[src/rtl/dclick_gen_if.sv]
// Command/status bundle between the pulse-sequencer core and dclick_gen.
interface dclick_gen_if;
  logic        wTrig_i;
  logic [15:0] wStep_i;
  logic [15:0] wDelay_i;
  logic        wHlvl_i;
  logic        wClr_i;
  logic        rClk_o;
  logic        wReady_o;
  logic        rDone_o;
  logic [31:0] rClicks_o;
  logic        rOvr_o;

  // Core side: issues commands, watches ready/done.
  modport master (
    output wTrig_i, wStep_i, wDelay_i, wHlvl_i, wClr_i,
    input  rClk_o, wReady_o, rDone_o, rClicks_o, rOvr_o
  );

  // Generator side.
  modport slave (
    input  wTrig_i, wStep_i, wDelay_i, wHlvl_i, wClr_i,
    output rClk_o, wReady_o, rDone_o, rClicks_o, rOvr_o
  );
endinterface

[src/rtl/dclick_gen.sv]
// Digital-click pulse-train generator: emits Step clicks of half-period Delay
// on a registered output line, holding ready low until the train completes.
module dclick_gen #(
  parameter int DMIN = 2
) (
  input  logic          wClk_i,
  input  logic          wReset_i,
  dclick_gen_if.slave   bus
);
  typedef enum logic [1:0] {IDLE, HIGH, LOW} state_t;

  state_t      r_state, w_nstate;
  logic [15:0] r_cnt, w_ncnt;     // phase counter, counts down to 0
  logic [15:0] r_rem, w_nrem;     // clicks remaining in this train
  logic [15:0] r_dly, w_ndly;     // latched, clamped half-period
  logic        r_lvl, w_nlvl;     // latched level: 0 runs silently
  logic        r_clk, w_nclk;
  logic        r_done, w_ndone;
  logic [31:0] r_clicks;
  logic        r_ovr;
  logic        w_inc;             // a real click completes this cycle
  logic        w_ovr_set;         // trigger arrived while busy
  logic [15:0] w_dclamp;

  // Clamp requested half-period up to the minimum honoured value.
  assign w_dclamp  = (bus.wDelay_i < 16'(DMIN)) ? 16'(DMIN) : bus.wDelay_i;
  assign w_ovr_set = bus.wTrig_i && (r_state != IDLE);

  // Next-state and next-output logic for the click FSM.
  always_comb begin
    w_nstate = r_state;
    w_ncnt   = r_cnt;
    w_nrem   = r_rem;
    w_ndly   = r_dly;
    w_nlvl   = r_lvl;
    w_nclk   = r_clk;
    w_ndone  = 1'b0;
    w_inc    = 1'b0;
    case (r_state)
      IDLE: begin
        if (bus.wTrig_i) begin
          if (bus.wStep_i != 16'd0) begin
            w_nrem   = bus.wStep_i;
            w_ndly   = w_dclamp;
            w_nlvl   = bus.wHlvl_i;
            w_ncnt   = w_dclamp - 16'd1;
            w_nclk   = bus.wHlvl_i;
            w_nstate = HIGH;
          end else begin
            w_ndone = 1'b1;
          end
        end
      end
      HIGH: begin
        if (r_cnt == 16'd0) begin
          w_inc    = r_lvl;
          w_ncnt   = r_dly - 16'd1;
          w_nclk   = 1'b0;
          w_nstate = LOW;
        end else begin
          w_ncnt = r_cnt - 16'd1;
        end
      end
      LOW: begin
        if (r_cnt == 16'd0) begin
          w_nrem = r_rem - 16'd1;
          if (r_rem == 16'd1) begin
            w_ndone  = 1'b1;
            w_nstate = IDLE;
          end else begin
            w_ncnt   = r_dly - 16'd1;
            w_nclk   = r_lvl;
            w_nstate = HIGH;
          end
        end else begin
          w_ncnt = r_cnt - 16'd1;
        end
      end
      default: begin
        w_nclk   = 1'b0;
        w_nstate = IDLE;
      end
    endcase
  end

  // FSM state, train context and registered click/done outputs.
  always_ff @(posedge wClk_i or posedge wReset_i) begin
    if (wReset_i) begin
      r_state <= IDLE;
      r_cnt   <= '0;
      r_rem   <= '0;
      r_dly   <= '0;
      r_lvl   <= 1'b0;
      r_clk   <= 1'b0;
      r_done  <= 1'b0;
    end else begin
      r_state <= w_nstate;
      r_cnt   <= w_ncnt;
      r_rem   <= w_nrem;
      r_dly   <= w_ndly;
      r_lvl   <= w_nlvl;
      r_clk   <= w_nclk;
      r_done  <= w_ndone;
    end
  end

  // Status counters; a same-cycle clear beats increment and overflow set.
  always_ff @(posedge wClk_i or posedge wReset_i) begin
    if (wReset_i) begin
      r_clicks <= '0;
      r_ovr    <= 1'b0;
    end else if (bus.wClr_i) begin
      r_clicks <= '0;
      r_ovr    <= 1'b0;
    end else begin
      if (w_inc)     r_clicks <= r_clicks + 32'd1;
      if (w_ovr_set) r_ovr    <= 1'b1;
    end
  end

  assign bus.rClk_o    = r_clk;
  assign bus.wReady_o  = (r_state == IDLE);
  assign bus.rDone_o   = r_done;
  assign bus.rClicks_o = r_clicks;
  assign bus.rOvr_o    = r_ovr;
endmodule
[src/flat_wrapper.sv]
// flat-port wrapper written by rule: the top's interface ports become plain ports
module dclick_gen_flat 
#(
  parameter int DMIN = 2
)
  (wClk_i, wReset_i, bus_wTrig_i, bus_wStep_i, bus_wDelay_i, bus_wHlvl_i, bus_wClr_i, bus_rClk_o, bus_wReady_o, bus_rDone_o, bus_rClicks_o, bus_rOvr_o);
  dclick_gen_if bus_i ();
  input  logic wClk_i;
  input  logic wReset_i;
  input wire logic [$bits(bus_i.wTrig_i)-1:0] bus_wTrig_i;
  input wire logic [$bits(bus_i.wStep_i)-1:0] bus_wStep_i;
  input wire logic [$bits(bus_i.wDelay_i)-1:0] bus_wDelay_i;
  input wire logic [$bits(bus_i.wHlvl_i)-1:0] bus_wHlvl_i;
  input wire logic [$bits(bus_i.wClr_i)-1:0] bus_wClr_i;
  output wire logic [$bits(bus_i.rClk_o)-1:0] bus_rClk_o;
  output wire logic [$bits(bus_i.wReady_o)-1:0] bus_wReady_o;
  output wire logic [$bits(bus_i.rDone_o)-1:0] bus_rDone_o;
  output wire logic [$bits(bus_i.rClicks_o)-1:0] bus_rClicks_o;
  output wire logic [$bits(bus_i.rOvr_o)-1:0] bus_rOvr_o;
  assign bus_i.wTrig_i = bus_wTrig_i;
  assign bus_i.wStep_i = bus_wStep_i;
  assign bus_i.wDelay_i = bus_wDelay_i;
  assign bus_i.wHlvl_i = bus_wHlvl_i;
  assign bus_i.wClr_i = bus_wClr_i;
  assign bus_rClk_o = bus_i.rClk_o;
  assign bus_wReady_o = bus_i.wReady_o;
  assign bus_rDone_o = bus_i.rDone_o;
  assign bus_rClicks_o = bus_i.rClicks_o;
  assign bus_rOvr_o = bus_i.rOvr_o;
  dclick_gen #(.DMIN(DMIN)) u_core (.wClk_i(wClk_i), .wReset_i(wReset_i), .bus(bus_i));
endmodule
[config.mk]
export PLATFORM = sky130hd
export DESIGN_NAME = dclick_gen_flat
export DESIGN_NICKNAME = d
export VERILOG_FILES = /design/src/rtl/dclick_gen_if.sv /design/src/rtl/dclick_gen.sv /design/src/flat_wrapper.sv
export SDC_FILE = /design/constraint.sdc
export NUM_CORES = 1
export LEC_CHECK = 0
export CORE_AREA = 2 2 143 145
export DETAILED_ROUTE_END_ITERATION = 12
export DIE_AREA = 0 0 145 147
export GPL_ROUTABILITY_DRIVEN = 1
export PLACE_DENSITY_LB_ADDON = 0.2
export SETUP_SLACK_MARGIN = 0.1
export SLEW_MARGIN = 5
export SYNTH_ARGS = -nofsm -noshare
export SYNTH_HDL_FRONTEND = slang
export SYNTH_SLANG_ARGS = --single-unit
export TNS_END_PERCENT = 50
[constraint.sdc]
create_clock -name wClk_i -period 7.5 [get_ports wClk_i]
set_input_delay 1.5 -clock wClk_i [delete_from_list [all_inputs] [get_ports wClk_i]]
set_output_delay 1.5 -clock wClk_i [all_outputs]
set_load 0.01 [all_outputs]
After elaboration in Yosys (flattened, before gate mapping)
Index checks and enable logic that the tools add are counted.
{ "totals": {"input_bits": 37, "reg_bits": 86, "elab_cells": 72} }
{ "classes": {"n_addsub": 5, "mux": 34, "order_cmp": 1, "n_eq_ne": 9, "reduce_logical": 14} }
{ "ops": {"columns": ["op", "count"], "rows": [
  ["two-way mux 16 bit", 9],
  ["two-way mux 32 bit", 2],
  ["subtractor 16 x 1 -> 16 bit, second input constant", 4],
  ["one-hot mux 16 bit (3 select lines)", 1],
  ["adder 32 x 1 -> 32 bit, second input constant", 1],
  ["one-hot mux 16 bit (2 select lines)", 1],
  ["equality test 16 x 1 -> 1 bit, second input constant", 1],
  ["zero test 16 bit", 1],
  ["less-than comparator 16 x 2 -> 1 bit, second input constant", 1],
  ["nonzero test 16 bit", 1],
  ["two-way mux 1 bit", 14],
  ["AND reduction 4 bit", 3],
  ["two-way mux 2 bit", 4],
  ["nonzero test 2 bit", 4],
  ["!= test 2 x 1 -> 1 bit, second input constant", 3],
  ["one-hot mux 2 bit (3 select lines)", 1],
  ["AND reduction 5 bit", 1],
  ["!= test 2 bit, second input constant", 2],
  ["!= test 3 bit, second input constant", 1],
  ["one-hot mux 1 bit (3 select lines)", 1],
  ["AND reduction 3 bit", 1],
  ["nonzero test 3 bit", 1],
  ["equality test 2 x 1 -> 1 bit, second input constant", 1],
  ["equality test 2 bit, second input constant", 1],
  ["3 further kinds", 3]
]} }

Longest topological paths before layout
{ "depth": {"depth_word": 6, "mapped_depth": 12, "ltp_nobuf": 11} }

Worst setup path after synthesis
OpenSTA, ideal clock, no wires.
{ "synth_timing": {"kind": "input to register", "startpoint": "in bus_wDelay_i[5]", "endpoint": "reg u_core.r_cnt[10]", "arrival_time_ns": 3.502, "path_stages": 9, "setup_slack_ns": 3.875, "setup_time_ns": 0.123, "cell_sequence": "nor4_1 a41oi_1 o22ai_1 ha_1 o2111ai_2 or3_4 nor4_4 xnor2_1 o21ai_1"} }
{ "synth_via": {"elab_chain_cells": 6} }
{ "synth_lines": {"columns": ["item", "line_no", "source"], "rows": [
  ["start, declared", "flat_wrapper.sv:12", "input wire logic [$bits(bus_i.wDelay_i)-1:0] bus_wDelay_i;"],
  ["less-than comparator 16 x 2 -> 1 bit", "dclick_gen.sv:26", "assign w_dclamp = (bus.wDelay_i < 16'(DMIN)) ? 16'(DMIN) : bus.wDelay_i;"],
  ["two-way mux 16 bit (*)", "dclick_gen.sv:26", null],
  ["subtractor 16 x 1 -> 16 bit (*)", "dclick_gen.sv:46", "w_ncnt = w_dclamp - 16'd1;"],
  ["two-way mux 16 bit (*)", "dclick_gen.sv:42", "if (bus.wStep_i != 16'd0) begin"],
  ["two-way mux 16 bit (*)", "dclick_gen.sv:41", "if (bus.wTrig_i) begin"],
  ["one-hot mux 16 bit (3 select lines) (*)", "dclick_gen.sv:39", "case (r_state)"],
  ["end signal, assigned", "dclick_gen.sv:98", "r_cnt <= w_ncnt;"],
  ["end, declared", "dclick_gen.sv:13", "logic [15:0] r_cnt, w_ncnt;"]
]} }
Mark *: on every way between the ends. The rest lies on a longest branch, timed or not. The select of a mux whose other input is x is not followed.
A chain may end at the register's enable or synchronous reset.

Worst setup path after layout
{ "layout_timing": {"startpoint": "in bus_wDelay_i[2]", "endpoint": "reg u_core.r_cnt[10]"} }
Same word-level chain as after synthesis.

==> metrics.md <==
| Metric | Value |
|---|---|
| # diodes | 0 |
| Crit path cell chain | clkdlybuf4s50_1 > nor4_1 > a41oi_1 > o22ai_1 > ha_1 > o2111ai_2 > or3_4 > nor4_4 > xnor2_1 > o21ai_1 |
| Clk buf depth | 2 |
| Total grt overflow | 0 |
| Reg2Reg Depth | 8 |
| Sink Count | 86 |
| Pwr per Cell Area | around 350 nW/µm² |
| Adder-cell share of the synthesized area | approximately 2.1% |
| Post-DR vias/cell | 4.85 |
| WP data arrival | 4.46 ns |
| Fraction of layout cells with a size suffix above 1 | under 10% |
| Hold bufs inserted after CTS | 0 |
| Gpl congestion | about 0.8 |
| CTS tree | built |
| Worst Setup Start Kind | input pin |
| Unrepaired setup endpoints after global routing | false |
| Reg-to-reg endpoint | u_core.r_rem[10] |
| Largest net degree at the start of global routing | between 60 and 70 |
| Tot Pwr | 2190 µW |
| HPWL Detailed | between 9000 and 10000 µm |
| Synth Net Count | 579 |
| Number of global-route vias before repair | 4175 |
| Remaining DRCs | 0 |
| Mapped Cells | 534 |
| Sequential-to-total area share from yosys stat | between 40 and 50% |
| Compound-Gate Fraction of Synth Area | 16.4% |
| Setup violations, final | 0 |
| Slew HR | 27.4% |
| Distinct cells, synth | 56 |
| Hold Fails Final Rpt | 0 |
| Gr usage total | about an eighth |
| Period utilisation layout | 56.6% |
| VDD IR max | 0.000116 V |
| Max H-tree Level | 3 |
| Max-Cap Viols | 0 |
| Crit Path Class | input pin to flip-flop |
| First-pass GRT wire length | 21600 µm |
| Levels on crit path | 10 |
| Top Family by Delay on Critical Path | simple AND/OR/NAND/NOR gates |
| Total CTS buffers | 9 |
| Multiplexer share of the synthesized area | 4.57% |
| Synth Register Bits | 86 |
| Most frequent cells in the layout | dfrtp_1, clkdlybuf4s50_1, nor2_1, a21oi_1, nand2_1 |
| Post-DRT Antenna Nets | 0 |
| Iter 0 DRT Violations | 208 |
| Worst hold path cell count | 2 |
| Synth Area in XOR/XNOR | 5.78% |
| Fin Setup TNS | 0 ns |
| WL per Instance | 15.3 µm |
| Ys async rst share | 100% |
| Die area | about 21000 µm² |
| Crit-path max cell delay | around 0.54 ns |
| Die width | 145 µm |
| Mapped Area | 4850 µm² |
| Initial antenna violation count | 0 |
| Fin crit period | 4.25 ns |
| Rows | 52 |
| P&R area growth vs syn | 27.8% |
| Final Core Density | 31.2% |
| Register area | 2150 µm² |
| Max FO, Critical Path | 4 |
| Hold Path Class | flip-flop to flip-flop |
| Multi-input combinational cell area | approximately 2500 µm² |
| Most common cell after layout, fill and taps aside | dfrtp_1 |
| Post-synth EDFFs | 0 |
| Hold Crit Start | u_core.bus.rOvr_o |
| CTS root buffer | clkbuf_16 |
| F_max | between 200 and 250 MHz |
| Layout Skew | 0.0140 ns |
| Final wirelength | approximately 13000 µm |
| Crit path buf inv count | 1 |
| Core Box Area | a little under 20000 µm² |
| CP Capture Type | flip-flop |
| Main combinational cell family by area after synthesis | simple AND/OR/NAND/NOR gates |
| Simple-gate share of the synthesized area | 23.3% |
| Worst slew pin tran | 1.09 ns |
| Ys flop type | dfrtp_1 |
| Status | complete, no violations |
| Initial core utilization | about a quarter |
| Fill count | 2072 |
| Worst skew pair latency | 0.35 ns |
| Total iterations of the first detailed-routing run | 4 |
| Leak Pwr | 0.00230 µW |
| IO buf count | 72 |
| Yosys Warn Count | 0 |
| Max-slew violation count | 0 |
| Clock slew at reported path FFs | around 0.070 ns |
| Worst hold path endpoint | u_core.bus.rOvr_o |
| # nets final | around 650 |
| Reg2Reg Setup Slack | 4.09 ns |
| Avg Cell Area, Syn | slightly above 9 µm² |
| DIE HEIGHT | 147 µm |
| R2R Path Start | u_core.r_cnt[1] |
| Hold Slack | 0.509 ns |
| CP max stage cell | nor4_1 |
| PostCTS Resize Cnt | 0 |
| Setup Fix Bufs, Post-CTS | 0 |
| Total number of vias | about 4200 |
| IO Count | 73 |
| WP data required | just under 8 ns |
==> sequential cells by signal, summed over array words and instances, names as in the netlist <==
signal                flops
u_core.bus.rDone_o        1
u_core.r_rem             16
u_core.bus.rClicks_o     32
u_core.bus.rOvr_o         1
u_core.r_cnt             16
u_core.r_dly             16
u_core.r_state            2
u_core.bus.rClk_o         1
u_core.r_lvl              1
==> logic make-up after synthesis <==
| group | after synthesis |
|---|---|
| DFF | 86 |
| adders and majority gates | 8 |
| AOI/OAI and AO/OA | 139 |
| xor gates and xnor gates | 32 |
| buffers and inverters | 38 |
| and+or+nand+nor | 211 |
| muxes | 20 |
==> how the worst max path moves through the flow <==
stage | start | to | slack [ns]
after floorplan | wReset_i | u_core.bus.rClicks_o[0] | 3.78
after global placement | bus_wDelay_i[2] | u_core.r_cnt[10] | 2.99
after detailed placement | bus_wDelay_i[2] | u_core.r_cnt[10] | 2.93
after global routing | bus_wDelay_i[2] | u_core.r_cnt[10] | 2.98
after CTS | bus_wDelay_i[2] | u_core.r_cnt[10] | 3.29
final | bus_wDelay_i[2] | u_core.r_cnt[10] | 3.25
==> tightest hold or removal path, cell delays in order, from the launching register on <==
cell and delay [ns]:
dfrtp_1 0.35, a21oi_1 0.05, nor2_1 0.08
==> layout make-up <==
type / count / area share, %
Multi-Input combinational cell: 410 / 40.9
Clock inverter: 5 / 1.74
Timing Repair Buffer: 78 / 12.4
Inverter: 15 / 0.929
Sequential cell: 86 / 34.7
Tap cell: 270 / 5.45
Clock buffer: 10 / 3.86
==> per-layer routing <==
metal  global-route usage [%]  share of wire, %  up-vias
met2                     20.3                47       93
li1                         -                 -     2068
met5                        0                 0        -
met1                     16.8                47     2056
met3                     2.55               4.2       21
met4                     5.20               2.0        0
==> synth_stat cells (7+ instances only) <==
master,n,area [µm²]
or3_1,14,87.6
o22ai_1,16,100
dfrtp_1,86,2150
inv_1,15,56.3
o21ai_1,11,55.1
o21ai_0,35,175
a31oi_1,10,62.6
nand2_1,40,150
nor2_1,65,244
ha_1,8,100
mux2_2,17,191
nor4_1,13,81.3
nand3_1,24,120
xor2_1,16,140
clkbuf_1,12,45.0
xnor2_1,16,140
a21oi_1,50,250
buf_2,7,35.0
nor3_1,12,60.1
==> stage by stage <==
step,instances,setup slack (ns),area (µm²)
5_1_grt,874,2.98,6200
4_1_cts,874,3.29,6200
2_1_floorplan,534,3.78,4850
3_3_place_gp,859,2.99,5850
3_5_place_dp,859,2.93,5850
6_report,874,3.25,6200
==> power breakdown <==
| group | leakage, µW | internal [µW] | switching [µW] |
|---|---|---|---|
| logic | 0.00105 | 362 | 535 |
| clock network | 0.000169 | 334 | 193 |
| registers | 0.00108 | 618 | 147 |
| total | 0.00230 | 1310 | 875 |
Power figures use the tool's default switching activity.
